File: src/rtl/memory_write_split.sv
// Splits one execute-side memory write into at most two TLB write pieces so that
// no piece crosses a LINE_BYTES boundary; tracks sticky page/alignment faults.
module memory_write_split #(
  parameter int LINE_BYTES = 16,
  parameter int MAX_BYTES  = 4,
  localparam int DW = 8 * MAX_BYTES,
  localparam int LW = $clog2(MAX_BYTES + 1),
  localparam int OW = $clog2(LINE_BYTES)
) (
  input  logic          clk,
  input  logic          rst_n,
  input  logic          i_wr_reset,
  input  logic          i_write_do,
  output logic          o_write_done,
  output logic          o_write_page_fault,
  output logic          o_write_ac_fault,
  output logic          o_write_fault_second,
  input  logic [1:0]    i_write_cpl,
  input  logic [31:0]   i_write_address,
  input  logic [LW-1:0] i_write_length,
  input  logic          i_write_lock,
  input  logic          i_write_rmw,
  input  logic [DW-1:0] i_write_data,
  output logic          o_tlbwrite_do,
  input  logic          i_tlbwrite_done,
  input  logic          i_tlbwrite_page_fault,
  input  logic          i_tlbwrite_ac_fault,
  output logic [1:0]    o_tlbwrite_cpl,
  output logic          o_tlbwrite_lock,
  output logic          o_tlbwrite_rmw,
  output logic [LW-1:0] o_tlbwrite_length_full,
  output logic [31:0]   o_tlbwrite_address,
  output logic [LW-1:0] o_tlbwrite_length,
  output logic [DW-1:0] o_tlbwrite_data,
  output logic [MAX_BYTES-1:0] o_tlbwrite_be,
  output logic          o_tlbwrite_second
);

  // state    | meaning
  // S_IDLE   | waiting for write_do; piece 1 fields presented from the inputs
  // S_FIRST  | piece 1 outstanding at the TLB
  // S_SECOND | registered piece 2 outstanding at the TLB
  typedef enum logic [1:0] {S_IDLE, S_FIRST, S_SECOND} state_t;

  localparam logic [OW:0] C_LINE = (OW + 1)'(LINE_BYTES);

  state_t        r_state, w_next;
  logic [LW-1:0] r_len2;
  logic [31:0]   r_addr2;
  logic [DW-1:0] r_data2;
  logic          r_reset_waiting;
  logic          r_page_fault, r_ac_fault, r_fault_second;

  logic [OW:0]   w_left, w_len_ext;
  logic [LW-1:0] w_len1, w_len2;
  logic [31:0]   w_addr2;
  logic [DW-1:0] w_data2;
  logic          w_busy, w_tlb_fault, w_live_pf, w_live_ac, w_accept;

  assign w_left    = C_LINE - {1'b0, i_write_address[OW-1:0]};
  assign w_len_ext = (OW + 1)'(i_write_length);
  assign w_len1    = (w_len_ext < w_left) ? i_write_length : LW'(w_left);
  assign w_len2    = i_write_length - w_len1;
  assign w_addr2   = {i_write_address[31:OW], {OW{1'b0}}} + 32'(LINE_BYTES);
  assign w_data2   = i_write_data >> {w_len1, 3'b000};

  // Responses arriving after a wr_reset belong to an aborted write and are dropped.
  assign w_busy      = (r_state != S_IDLE);
  assign w_tlb_fault = i_tlbwrite_page_fault | i_tlbwrite_ac_fault;
  assign w_live_pf   = w_busy & ~r_reset_waiting & i_tlbwrite_page_fault;
  assign w_live_ac   = w_busy & ~r_reset_waiting & i_tlbwrite_ac_fault;

  assign o_write_page_fault   = r_page_fault | w_live_pf;
  assign o_write_ac_fault     = r_ac_fault | w_live_ac;
  assign o_write_fault_second = r_fault_second |
                                ((w_live_pf | w_live_ac) & (r_state == S_SECOND));

  assign w_accept = i_write_do & ~i_wr_reset & ~o_write_page_fault & ~o_write_ac_fault;

  always_comb begin
    w_next            = r_state;
    o_tlbwrite_do     = 1'b0;
    o_tlbwrite_second = 1'b0;
    o_write_done      = 1'b0;
    unique case (r_state)
      S_IDLE: begin
        if (w_accept) begin
          o_tlbwrite_do = 1'b1;
          w_next        = S_FIRST;
        end
      end
      S_FIRST: begin
        o_tlbwrite_do = 1'b1;
        if (w_tlb_fault) begin
          w_next = S_IDLE;
        end else if (i_tlbwrite_done) begin
          if (r_len2 != '0 && !r_reset_waiting) begin
            w_next = S_SECOND;
          end else begin
            w_next       = S_IDLE;
            o_write_done = (r_len2 == '0) & ~r_reset_waiting;
          end
        end
      end
      S_SECOND: begin
        o_tlbwrite_do     = 1'b1;
        o_tlbwrite_second = 1'b1;
        if (w_tlb_fault) begin
          w_next = S_IDLE;
        end else if (i_tlbwrite_done) begin
          w_next       = S_IDLE;
          o_write_done = ~r_reset_waiting;
        end
      end
      default: w_next = S_IDLE;
    endcase
  end

  always_ff @(posedge clk or negedge rst_n) begin
    if (!rst_n) begin
      r_state         <= S_IDLE;
      r_len2          <= '0;
      r_addr2         <= '0;
      r_data2         <= '0;
      r_reset_waiting <= 1'b0;
      r_page_fault    <= 1'b0;
      r_ac_fault      <= 1'b0;
      r_fault_second  <= 1'b0;
    end else begin
      r_state <= w_next;
      if (r_state == S_IDLE && w_accept) begin
        r_len2  <= w_len2;
        r_addr2 <= w_addr2;
        r_data2 <= w_data2;
      end
      if (r_state == S_IDLE) r_reset_waiting <= 1'b0;
      else                   r_reset_waiting <= r_reset_waiting | i_wr_reset;
      if (i_wr_reset) begin
        r_page_fault   <= 1'b0;
        r_ac_fault     <= 1'b0;
        r_fault_second <= 1'b0;
      end else if (w_live_pf | w_live_ac) begin
        r_page_fault   <= r_page_fault | w_live_pf;
        r_ac_fault     <= r_ac_fault | w_live_ac;
        r_fault_second <= (r_state == S_SECOND);
      end
    end
  end

  assign o_tlbwrite_cpl         = i_write_cpl;
  assign o_tlbwrite_lock        = i_write_lock;
  assign o_tlbwrite_rmw         = i_write_rmw;
  assign o_tlbwrite_length_full = i_write_length;
  assign o_tlbwrite_address     = o_tlbwrite_second ? r_addr2 : i_write_address;
  assign o_tlbwrite_length      = o_tlbwrite_second ? r_len2  : w_len1;
  assign o_tlbwrite_data        = o_tlbwrite_second ? r_data2 : i_write_data;

  for (genvar g = 0; g < MAX_BYTES; g++) begin : g_be
    assign o_tlbwrite_be[g] = (32'(g) < 32'(o_tlbwrite_length));
  end

endmodule

File: config.mk
export PLATFORM = sky130hd
export DESIGN_NAME = memory_write_split
export DESIGN_NICKNAME = d
export VERILOG_FILES = /design/src/rtl/memory_write_split.sv
export SDC_FILE = /design/constraint.sdc
export NUM_CORES = 1
export LEC_CHECK = 0
export BUFFER_PORTS_ARGS = -buffer_cell sky130_fd_sc_hd__buf_2
export CELL_PAD_IN_SITES_DETAIL_PLACEMENT = 1
export CELL_PAD_IN_SITES_GLOBAL_PLACEMENT = 1
export CORE_MARGIN = 2
export CORE_UTILIZATION = 40
export CTS_CLUSTER_SIZE = 30
export DETAILED_ROUTE_END_ITERATION = 10
export PLACE_DENSITY = 0.86
export SYNTH_ARGS = -nofsm -noshare
export SYNTH_HDL_FRONTEND = slang
export SYNTH_SLANG_ARGS = --single-unit
File: constraint.sdc
create_clock -name clk -period 3.3 [get_ports clk]
set_input_delay 0.33 -clock clk [delete_from_list [all_inputs] [get_ports clk]]
set_output_delay 0.33 -clock clk [all_outputs]
set_load 0.01 [all_outputs]
# Word level (Yosys, flattened, before mapping)
# Cells that the tools add are included.
[word_totals] reg_bits=73 inputBits=78 out_inout_bits=84 wordCells=77
[classes] addsub=3 order_cmp=5 n_eq_ne=5 shift=1 mux=27 bitwise=18 reduce_logical=10
[op_table] op="two-way mux 32 bit" count=2
[op_table] op="adder 32 x 5 -> 32 bit (second input constant)" count=1
[op_table] op=">> shifter 32 x 6 -> 32 bit" count=1
[op_table] op="two-way mux 1 bit" count=14
[op_table] op="two-way mux 2 bit" count=6
[op_table] op="AND 1 bit" count=8
[op_table] op="< comparator 1 x 3 -> 1 bit (first input constant)" count=2
[op_table] op="< comparator 2 x 3 -> 1 bit (first input constant)" count=2
[op_table] op="two-way mux 3 bit" count=2
[op_table] op="!= test 3 bit (second input constant)" count=2
[op_table] op="OR 1 bit" count=6
[op_table] op="case mux 2 bit (3 select lines)" count=1
[op_table] op="< comparator 3 x 5 -> 1 bit" count=1
[op_table] op="subtractor 5 x 4 -> 5 bit (first input constant)" count=1
[op_table] op="NOT 1 bit" count=4
[op_table] op="case mux 1 bit (2 select lines)" count=2
[op_table] op="nonzero test 2 bit" count=2
[op_table] op="logical NOT 3 bit" count=1
[op_table] op="AND reduction 3 bit" count=1
[op_table] op="nonzero test 3 bit" count=1
[op_table] op="subtractor 3 bit" count=1
[op_table] op="== test 2 x 1 -> 1 bit (second input constant)" count=1
[op_table] op="== test 2 bit (second input constant)" count=1
[op_table] op="logical AND 1 bit" count=2
[op_table] op="other kinds (4)" count=4

# Logic depth before layout (Yosys ltp)
[logic_depth] word_depth=9 mapped_depth=14

# Worst setup path after synthesis
# Ideal clock, no wire load.
[synth_path] path_kind="input -> register" from="input port i_write_address[0]" to="register r_len2[2]" setup_time_ps=133 arrival_time_ps=2326 t_required_ps=3167 path_slack_ps=841 path_stages=14 path_buffers=2 path_cell_list="inv_1 -> ha_1 -> nand2b_1 -> a211o_1 -> a21oi_2 -> o311a_1 -> buf_6 -> buf_6 -> ha_1 -> inv_1 -> ha_1 -> nand2b_1 -> a21oi_1 -> o21ai_0"
[synth_between] elab_chain_cells=4
[synth_lines] element="start, declared" line="19" source="input logic [31:0] i_write_address,"
[synth_lines] element="subtractor 5 x 4 -> 5 bit *" line="60" source="assign w_left = C_LINE - {1'b0, i_write_address[OW-1:0]};"
[synth_lines] element="< comparator 3 x 5 -> 1 bit" line="62" source="assign w_len1 = (w_len_ext < w_left) ? i_write_length : LW'(w_left);"
[synth_lines] element="two-way mux 3 bit *" line="62"
[synth_lines] element="subtractor 3 bit *" line="63" source="assign w_len2 = i_write_length - w_len1;"
[synth_lines] element="end signal, assigned" line="132" source="r_len2 <= w_len2;"
[synth_lines] element="end, declared" line="48" source="logic [LW-1:0] r_len2;"
# Every way passes the cells marked *; elsewhere a longest branch is shown, timed or not.
# A chain may end at the register's enable or synchronous reset.

# Final worst setup path
[layout_path] from="input port i_write_address[0]" to="output port o_tlbwrite_be[0]"
[layout_between] elab_chain_cells=5
[layout_lines] element="subtractor 5 x 4 -> 5 bit *" line="60"
[layout_lines] element="< comparator 3 x 5 -> 1 bit" line="62"
[layout_lines] element="two-way mux 3 bit *" line="62"
[layout_lines] element="two-way mux 3 bit *" line="155" source="assign o_tlbwrite_length = o_tlbwrite_second ? r_len2 : w_len1;"
[layout_lines] element="< comparator 1 x 3 -> 1 bit *" line="159" source="assign o_tlbwrite_be[g] = (32'(g) < 32'(o_tlbwrite_length));"
[layout_lines] element="end, declared" line="35" source="output logic [MAX_BYTES-1:0] o_tlbwrite_be,"
# Marks and branches as above.

==> results.md <==
* Dpl ws at 444 ps
* Placed cells at 744
* Io pins at 162
* Initial antenna violation count at 0
* Layout Nets at 701
* Leakage at 2.63 nW
* Max cap viols at 0
* Grt total ovfl at 0
* Fin Clk Skew at 15.4 ps
* Post-Place Cell Area at 0.00529 mm2
* Synth cell types at 43
* DRT Pass-1 Iters at 5
* CTS tree: built
* Ys Warns at 0
* Unrepaired setup endpoints after global routing: false
* PnR worst setup slack at 603 ps
* Clock Path Buffers at 2
* Post-DRT Antenna Nets at 0
* First-pass GRT wire length at 21800 um
* Ys async rst share at 1.00
* Post-synthesis sequential area ratio at 0.389
* Startpoint Class: input pin
* Cts hold-fix bufs at 0
* Max Fclk at 371 MHz
* Vias per Instance at 5.55
* Avg Cell Area, Syn at 9.28 um2
* Final instance area at 0.00553 mm2
* Area contributors post-synth: dfrtp_1, mux2_2, nand2_1
* CP cell instances: buf_2 -> inv_1 -> ha_1 -> nor4b_1 -> a32oi_1 -> a21oi_1 -> o31ai_1 -> or2_1 -> or2_1 -> buf_2
* Synthesized area at 0.00444 mm2
* CTS resizes at 0
* GRT Overall Usage at 0.234
* Post-CTS setup buffers at 0
* Final Hold Viols at 0
* End-of-flow core utilization at 0.510
* Peak VDD IR at 0.000288 V
* Layout cells sized above 1 at 0.376
* Number of synthesized register bits at 69
* Worst Hold Class: input pin to async pin
* CP max stage delay at 360 ps
* Die height at 109 um
* Detailed-route via count at 4220
* Synth Flop Type: dfrtp_1
* Routed wire length at 13900 um
* Worst slew pin tran at 912 ps
* Initial Util at 0.409
* Antenna diodes at 0
* Clock H-tree levels at 3
* Clock Latency Late Sink at 350 ps
* Vias in the first global route at 4425
* Largest net degree at the start of global routing at 54
* Status: finished, final reports clean
* Routed len/inst at 18.2 um
* Pins Over Slew Limit at 0
* CTS Sinks at 69
* Leading area contributor after synthesis: dfrtp_1
* CP required at 2970 ps
* CP Max Fanout at 4
* Final setup violation count at 0
* DP Wirelength at 10400 um
* Metal-1 WL at 5530 um
* Top-area cell type share of the netlist area at 0.389
* Filler cell count at 1323
* Number of buffers created by CTS at 9
* Clock-pin slew on the worst setup and hold paths at 90 ps
* Fin Setup TNS at 0 ps
* Slew headroom at 0.392
* Met3 wire length at 718 um
* Post-Syn Instances at 478
* Drc violations at 0
* Min Tclk post-route at 2700 ps
* Final period util at 0.817
* Port Buffers at 153
* Starting DRT DRC Count at 221
* Root buffer cell: clkbuf_8
* Critical Path AT at 2370 ps
* Slowest cell on crit path: a21oi_1
* Met2 WL post-DR at 7240 um
* PwrDens at 632 mW/mm2
* EDFF count, synth at 0
* Kind of critical path: input pin to output pin
* Die ar. at 0.0120 mm2
* Highest routing layer actually used: met4
* Placer Congestion at 0.905
* Setup crit end kind: output pin
* Row count at 38
* Finished Layout Cells at 760
* Core Region at 0.0108 mm2
* Net Count, Synth at 564
* P&R area growth vs syn at 24.6%
* Die span in x at 109 um
-- worst paths after layout --
kind / to / depth (start not counted) / from / slack [ps]
max: o_tlbwrite_be[0] / 10 / i_write_address[0] / 600
min: r_data2[11] / 1 / rst_n / 110
max reg2reg: r_data2[8] / 6 / r_state[0] / 860
min reg2reg: r_addr2[26] / 2 / r_addr2[26] / 490
max in group asynchronous: r_addr2[30] / 2 / rst_n / 2490
min in group clk: r_fault_second / 2 / i_wr_reset / 200
-- through the flow --
step | hold WS [ps] | power (W)
6_report | 109 | 0.00350
5_1_grt | 154 | 0.00373
4_1_cts | 133 | 0.00352
2_1_floorplan | 34.4 | 0.00217
3_5_place_dp | 471 | 0.00267
3_3_place_gp | 457 | 0.00256
-- report_power, final --
| part | internal (W) | leakage, nW | switching [W] | total (W) |
|---|---|---|---|---|
| combinational | 0.000531 | 1.62 | 0.000701 | 0.00123 |
| sequential | 0.00121 | 0.892 | 0.000220 | 0.00143 |
| clock | 0.000503 | 0.116 | 0.000337 | 0.000840 |
| total | 0.00224 | 2.63 | 0.00126 | 0.00350 |
-- critical path: cells and delay by family --
kind / cells / cell delay, ps
AOI/OAI and AO/OA: 3 / 720
adders and majority gates: 1 / 240
and+or+nand+nor: 3 / 740
buffers and inverters: 3 / 340
-- layout make-up --
type	count	area, um2	area share
multi-input cells	359	2490	0.451
flip-flops and latches	69	1730	0.312
repair buffers	158	828	0.150
well taps	140	175	0.0317
clock buffers	10	128	0.0231
clock inverters	6	111	0.0201
inverters	18	67.6	0.0122
-- state kept, by name, indices dropped and copies added, names as in the netlist --
name,flops
r_fault_second,1
r_page_fault,1
r_len2,3
r_data2,32
r_reset_waiting,1
r_state,2
r_ac_fault,1
r_addr2,28
-- cells in the mapped netlist (2+ instances only) --
| library cell | count |
|---|---|
| nand4_1 | 5 |
| o21ai_0 | 49 |
| buf_1 | 5 |
| a21oi_1 | 7 |
| buf_6 | 2 |
| or2_1 | 2 |
| nor2b_1 | 4 |
| inv_1 | 18 |
| nor4_1 | 3 |
| xor2_1 | 17 |
| nand2b_1 | 9 |
| o221ai_1 | 16 |
| mux2_2 | 52 |
| buf_4 | 8 |
| a21o_1 | 4 |
| nor4b_1 | 2 |
| and2_1 | 3 |
| a211o_1 | 2 |
| nor2_2 | 2 |
| mux2i_1 | 25 |
| ha_1 | 8 |
| nor3_1 | 5 |
| nand3_1 | 12 |
| a22o_1 | 8 |
| nor2_1 | 17 |
| nand2_1 | 81 |
| dfrtp_1 | 69 |
| and3_1 | 4 |
| clkbuf_1 | 17 |
| xnor2_1 | 9 |
-- per-layer routing --
layer  up-vias  GRT usage
met5         -          0
met3        37     0.0468
li1       1956          -
met4         0     0.0832
met2       147      0.419
met1      2080      0.276
-- layout by cell type, fill, tap and decap left out, drive strengths merged, types with 2 or more instances in the layout --
cell and instances:
buf 158, nand2 81, dfrtp 69, mux2 52, o21ai 50, mux2i 25
nor2 19, inv 18, xor2 17, o221ai 16, nand3 12, clkbuf 10
nand2b 9, xnor2 9, a22o 8, a21oi 8, ha 8, nor3 5
nand4 5, nor2b 4, a21o 4, and3 4, and2 3, nor4 3
bufinv 3, or2 3, a211o 2, nor4b 2, o211ai 2, clkinv 2
-- cell families after synthesis --
family | share of synthesized area
compound gates | 0.138
xor+xnor | 0.0513
fa+ha+maj | 0.0226
buf+inv | 0.0524
flops | 0.389
mux | 0.188
simple gates | 0.158
Note: power is estimated with default switching activity, not from simulation.
